`config.mk`:
```
export PLATFORM = sky130hd
export DESIGN_NAME = dmem_arb
export DESIGN_NICKNAME = d
export VERILOG_FILES = /design/src/rtl/dmem_arb.sv
export SDC_FILE = /design/constraint.sdc
export NUM_CORES = 1
export LEC_CHECK = 0
export ABC_CLOCK_PERIOD_IN_PS = 7200
export BUFFER_PORTS_ARGS = -buffer_cell sky130_fd_sc_hd__clkbuf_2
export CAP_MARGIN = 20
export CORE_AREA = 5 5 117 119
export DETAILED_ROUTE_END_ITERATION = 7
export DIE_AREA = 0 0 122 124
export PLACE_DENSITY = 0.6
export SLEW_MARGIN = 5
export SYNTH_ARGS = -nofsm -noshare
export SYNTH_HDL_FRONTEND = slang
export SYNTH_SLANG_ARGS = --single-unit
```
`constraint.sdc`:
```
create_clock -name clk -period 7.2 [get_ports clk]
set_clock_uncertainty 0.15 [all_clocks]
set_input_delay 2.16 -clock clk [delete_from_list [all_inputs] [get_ports clk]]
set_output_delay 2.16 -clock clk [all_outputs]
set_load 0.01 [all_outputs]
```
`src/rtl/dmem_arb.sv`:
```
// dmem_arb: two-requester data-memory arbiter in front of a single-port SRAM.
//
// Requesters m0/m1 present req/wr/size/addr/wdata; the arbiter grants at most one per
// cycle (combinational gnt, alternating priority pointer), issues the access to the SRAM in
// the grant cycle, and returns a one-cycle rvalid/rdata/err response to the owner exactly
// one cycle later. A new access can be issued in the same cycle a response is returned.
//
// Parameters:
//   RESET_PRIO - requester preferred on the first contended cycle after reset (0=m0, 1=m1)
// Optional feature:
//   DMEM_ARB_ADDR_ERR_EN - when defined, misaligned half/word accesses are granted but not
//                          sent to the SRAM, and their response carries err=1, rdata=0.
// Ports:
//   clk, reset                 - clock, synchronous active-high reset
//   mX_req/wr/size/addr/wdata  - requester X access inputs
//   mX_gnt                     - requester X accepted this cycle
//   mX_rvalid/rdata/err        - requester X response (one cycle after its grant)
//   data_sram_en/wen/addr/wdata - SRAM access strobe, byte enables, word address, store data
//   data_sram_rdata            - SRAM read data, valid one cycle after a read strobe
module dmem_arb #(
   parameter int unsigned RESET_PRIO = 0
) (
   input  logic        clk,
   input  logic        reset,
   input  logic        m0_req,
   input  logic        m0_wr,
   input  logic [1:0]  m0_size,
   input  logic [31:0] m0_addr,
   input  logic [31:0] m0_wdata,
   output logic        m0_gnt,
   output logic        m0_rvalid,
   output logic [31:0] m0_rdata,
   output logic        m0_err,
   input  logic        m1_req,
   input  logic        m1_wr,
   input  logic [1:0]  m1_size,
   input  logic [31:0] m1_addr,
   input  logic [31:0] m1_wdata,
   output logic        m1_gnt,
   output logic        m1_rvalid,
   output logic [31:0] m1_rdata,
   output logic        m1_err,
   output logic        data_sram_en,
   output logic [3:0]  data_sram_wen,
   output logic [31:0] data_sram_addr,
   output logic [31:0] data_sram_wdata,
   input  logic [31:0] data_sram_rdata
);

   typedef enum logic [0:0] {StIdle, StBusy} state_e;

   state_e state_q, state_d;
   logic   prio_q, prio_d;    // preferred requester on contention (0=m0, 1=m1)
   logic   owner_q, owner_d;  // requester owed the pending response
   logic   wr_q, wr_d;
   logic   err_q, err_d;

   logic        sel;
   logic        sel_wr;
   logic [1:0]  sel_size;
   logic [31:0] sel_addr;
   logic [31:0] sel_wdata;
   logic [1:0]  off;
   logic [31:0] rsp_data;
`ifdef DMEM_ARB_ADDR_ERR_EN
   logic        mis;
`endif

   always_comb begin
      state_d         = StIdle;
      prio_d          = prio_q;
      owner_d         = owner_q;
      wr_d            = wr_q;
      err_d           = 1'b0;
      m0_gnt          = 1'b0;
      m1_gnt          = 1'b0;
      m0_rvalid       = 1'b0;
      m1_rvalid       = 1'b0;
      m0_rdata        = 32'h0;
      m1_rdata        = 32'h0;
      m0_err          = 1'b0;
      m1_err          = 1'b0;
      data_sram_en    = 1'b0;
      data_sram_wen   = 4'b0000;
      data_sram_addr  = 32'h0;
      data_sram_wdata = 32'h0;
      sel             = 1'b0;
      sel_wr          = 1'b0;
      sel_size        = 2'b00;
      sel_addr        = 32'h0;
      sel_wdata       = 32'h0;
      off             = 2'b00;
      rsp_data        = 32'h0;
`ifdef DMEM_ARB_ADDR_ERR_EN
      mis             = 1'b0;
`endif

      // Everything is suppressed while reset is high, including a response still owed.
      if (!reset) begin
         if (state_q == StBusy) begin
            rsp_data = (!wr_q && !err_q) ? data_sram_rdata : 32'h0;
            if (owner_q) begin
               m1_rvalid = 1'b1;
               m1_rdata  = rsp_data;
               m1_err    = err_q;
            end else begin
               m0_rvalid = 1'b1;
               m0_rdata  = rsp_data;
               m0_err    = err_q;
            end
         end

         if (m0_req || m1_req) begin
            sel       = (m0_req && m1_req) ? prio_q : m1_req;
            m0_gnt    = ~sel;
            m1_gnt    = sel;
            prio_d    = ~sel;
            owner_d   = sel;
            state_d   = StBusy;
            sel_wr    = sel ? m1_wr    : m0_wr;
            sel_size  = sel ? m1_size  : m0_size;
            sel_addr  = sel ? m1_addr  : m0_addr;
            sel_wdata = sel ? m1_wdata : m0_wdata;
            wr_d      = sel_wr;
            off       = sel_addr[1:0];

            data_sram_en   = 1'b1;
            data_sram_addr = {sel_addr[31:2], 2'b00};
            if (sel_wr) begin
               case (sel_size)
                  2'b01: begin
                     data_sram_wen   = 4'b0001 << off;
                     data_sram_wdata = sel_wdata << {off, 3'b000};
                  end
                  2'b10: begin
                     data_sram_wen   = 4'b0011 << off;
                     data_sram_wdata = sel_wdata << {off, 3'b000};
                  end
                  // 2'b00 is illegal and handled as a word.
                  default: begin
                     data_sram_wen   = 4'b1111;
                     data_sram_wdata = sel_wdata;
                  end
               endcase
            end

`ifdef DMEM_ARB_ADDR_ERR_EN
            mis = ((sel_size == 2'b10) && off[0]) ||
                  ((sel_size[1] == sel_size[0]) && (off != 2'b00));
            if (mis) begin
               data_sram_en    = 1'b0;
               data_sram_wen   = 4'b0000;
               data_sram_wdata = 32'h0;
            end
            err_d = mis;
`endif
         end
      end
   end

   always_ff @(posedge clk) begin
      if (reset) begin
         state_q <= StIdle;
         prio_q  <= (RESET_PRIO != 0);
         owner_q <= 1'b0;
         wr_q    <= 1'b0;
         err_q   <= 1'b0;
      end else begin
         state_q <= state_d;
         prio_q  <= prio_d;
         owner_q <= owner_d;
         wr_q    <= wr_d;
         err_q   <= err_d;
      end
   end

endmodule

```
==> impl_summary.md <==
Route
The highest metal layer carrying signal wires in the routed design is met4. The overall via count from detail_route is 4,242. After detailed routing, the average wire length per cell comes to 16.9 µm. The number of routed nets with antenna violations is 0.

The met2 routed wirelength is 7.02 mm. The residual DRC count is 0. The via-per-instance ratio is 4.79. In the final routing, the length of wire on met1 measures 6.43 mm. The initial DRC count is 251. Detailed routing placed a total of 1.42 mm of wire on met3.

The total iterations of the first detailed-routing run is 5. The routed wire length is 15.0 mm.

STA
Setup repair after global routing left no endpoint under its margin. Derived from the worst setup path, the maximum achievable clock frequency is 146 MHz. The total negative setup slack is 0 ps. The actual slew at the worst max-slew pin is 849 ps. The time the final worst path needs with I/O delays and setup is 6830 ps. The max-slew violation count was 0. The portion of the clock cycle consumed by the worst path in the final layout is 0.948. The final setup violation count is 0. After layout, the worst setup slack is 372 ps. The worst slew margin relative to its limit is 0.433. The final-report hold violation count is 0.

Final layout
The post-layout net count is 887. The library cells used most frequently in the layout, excluding fill and tap cells, are sky130_fd_sc_hd__clkbuf_2, sky130_fd_sc_hd__nor2_1, sky130_fd_sc_hd__nand2_1, sky130_fd_sc_hd__a21oi_1, sky130_fd_sc_hd__nand2b_1. The post-route core utilization is 0.346. The most common library cell in the layout ignoring fill and taps is sky130_fd_sc_hd__clkbuf_2. The layout overhead on the synthesized area is 67.2%.

Of the cells placed in the final design, the portion with a size suffix greater than 1 is 0.466. The number of diodes is 0.

Setup path
The critical path in this run is classified as in -> out. At the worst endpoint, the arrival time is 4520 ps. In this run the worst path has a maximum fanout of 48.

The worst reg-to-reg path cell count is 5. Data on the critical path is required at its endpoint by 4890 ps. STA classifies the critical path startpoint as an input port.

Setup slack on the worst reg-to-reg path comes out at 5050 ps. The worst setup path is captured at an output pin.

Logic synthesis
The synthesized design spends more area on one cell type than any other, namely sky130_fd_sc_hd__a22o_1. The flip-flop cell with the highest count after synthesis is sky130_fd_sc_hd__dfxtp_1. Yosys printed 0 warnings. The post-synthesis average cell area is 5.97 µm². The share of the Yosys chip area taken by registers is 0.0311. The number of cells produced by synthesis is 432.

By area the synthesized netlist is led by sky130_fd_sc_hd__a22o_1, sky130_fd_sc_hd__nor2_1, sky130_fd_sc_hd__a21oi_1, sky130_fd_sc_hd__nand2_1, sky130_fd_sc_hd__mux2i_1. The area fraction of the dominant cell type after synthesis is 0.105. The post-synthesis instance area is 2580 µm². The synthesized design contains 4 register bits.

The post-synthesis cell type count is 39. The proportion of register bits with asynchronous set or reset after synthesis is 0. Counting flops with a built-in enable in the synthesized netlist gives 0.

Global routing
The total global routing overflow is 0. The global-route wire length before repair is 20.9 mm. The number of antenna violations at the first check in global routing was 0.

The maximum number of pins on one net before global-route repair is 49. The overall routing resource usage is 0.174. The via count of the first global-routing pass is 3,883.

Place
The half-perimeter wire length after placement is 12.5 mm. The final weighted congestion in routability-driven placement is 0.825. In this run the tool buffered the top-level ports with 304 buffer cells. At the placement stage, the worst setup path has a slack of 347 ps.

CTS
The clock drives 4 sinks. Clock-pin slew was measured on the worst setup and hold paths at 30 ps. Buffers added to address setup during post-CTS repair amount to 0. TritonCTS created 3 clock buffers. The TritonCTS clock tree is yes. The clock passes through at most 2 buffers.

The later-pin clock latency in the skew report is 230 ps. The number of hold buffers added after cts is 0. The post-cts gate resize count is 0. In this run the number of H-tree levels came out at 1.

The cell at the root of the clock tree is sky130_fd_sc_hd__clkbuf_16.

Floorplanning
The die is 122 µm wide. The height of the die is 124 µm. The starting density of the core is 0.207.

The row count is 41. The die covers 15,100 µm². 309 I/O pins were placed.

After floorplanning, the core was sized to cover 12,500 µm².

Pwr
The power density over cell area is 94.0 nW/µm². In this run the static leakage power is 2.44 nW. VDD sags by at most 67.4 µV.

Job
Across the run, the number of max-cap violations was 0.

Outcome
The flow ran to the end, and the final reports show no timing, DRC or antenna violations.

Hold path
The type of the tightest min-delay check is reg -> reg. The count of cells along the worst hold path is 2.
==> cells in the mapped netlist (3+ instances only) <==
library cell and instances:
sky130_fd_sc_hd__a22o_1 31, sky130_fd_sc_hd__nand4_1 9, sky130_fd_sc_hd__nand2b_1 33, sky130_fd_sc_hd__o221ai_1 8
sky130_fd_sc_hd__o21a_1 8, sky130_fd_sc_hd__a32oi_1 8, sky130_fd_sc_hd__a21oi_1 47, sky130_fd_sc_hd__and3_1 13
sky130_fd_sc_hd__mux2i_1 21, sky130_fd_sc_hd__buf_2 12, sky130_fd_sc_hd__nand3b_1 11, sky130_fd_sc_hd__nand2_1 62
sky130_fd_sc_hd__clkbuf_1 24, sky130_fd_sc_hd__nor2_1 71, sky130_fd_sc_hd__dfxtp_1 4, sky130_fd_sc_hd__nand3_1 3
sky130_fd_sc_hd__o311ai_0 6, sky130_fd_sc_hd__buf_4 7, sky130_fd_sc_hd__nor2b_1 19, sky130_fd_sc_hd__inv_1 11
==> path summary, 6_finish.rpt <==
check / startpoint / to
worst max-delay path: m0_req / data_sram_wdata[29]
worst min-delay path: owner_q / owner_q
worst min register to register: owner_q / owner_q
worst max register to register: prio_q / wr_q
==> cell families after synthesis <==
kind of cell / share of synthesized area
AOI/OAI and AO/OA: 0.341
adders and majority gates: 0.00485
buffers and inverters: 0.0990
DFF: 0.0311
muxes: 0.0917
other: 0.00145
and+or+nand+nor: 0.431
==> routing by layer <==
metal  GRT usage  up-vias
met2       0.281      215
met5           0        -
met4      0.0301        0
met1       0.238     1930
li1            -     2091
met3      0.0404        6
==> sequential cells by signal, indices dropped and copies added, names as in the netlist <==
| register | cells |
|---|---|
| wr_q | 1 |
| prio_q | 1 |
| owner_q | 1 |
| state_q | 1 |
==> per-stage QoR <==
| stage | hold WS, ps | power (mW) | std cells | area [µm²] |
|---|---|---|---|---|
| final | 329 | 0.405 | 886 | 4310 |
| after global routing | 359 | 0.435 | 886 | 4310 |
| after CTS | 328 | 0.406 | 886 | 4310 |
| after detailed placement | 321 | 0.316 | 883 | 4230 |
| after global placement | 321 | 0.317 | 883 | 4230 |
| after floorplan | 301 | 0.192 | 435 | 2590 |
==> final cells by class <==
cell class | count | area, µm²
clock buffer | 3 | 75.1
fill | 1415 | 8160
inverter | 11 | 41.3
multi-input combinational | 376 | 2260
sequential | 4 | 80.1
tap | 172 | 215
timing repair buffer | 320 | 1640
==> power by group <==
group	internal, mW	switching, mW	total [mW]
clock network	0.0710	0.0166	0.0877
logic	0.127	0.162	0.289
registers	0.0240	0.00388	0.0279
total	0.222	0.183	0.405
==> critical path, stage by stage <==
cell and delay (ps):
sky130_fd_sc_hd__clkbuf_2 120, sky130_fd_sc_hd__nand2b_2 120, sky130_fd_sc_hd__and2_4 210, sky130_fd_sc_hd__buf_4 540, sky130_fd_sc_hd__a32o_1 510, sky130_fd_sc_hd__nand2_2 330
sky130_fd_sc_hd__o221ai_1 320, sky130_fd_sc_hd__clkbuf_2 180
Note: power is estimated with default switching activity, not from simulation.
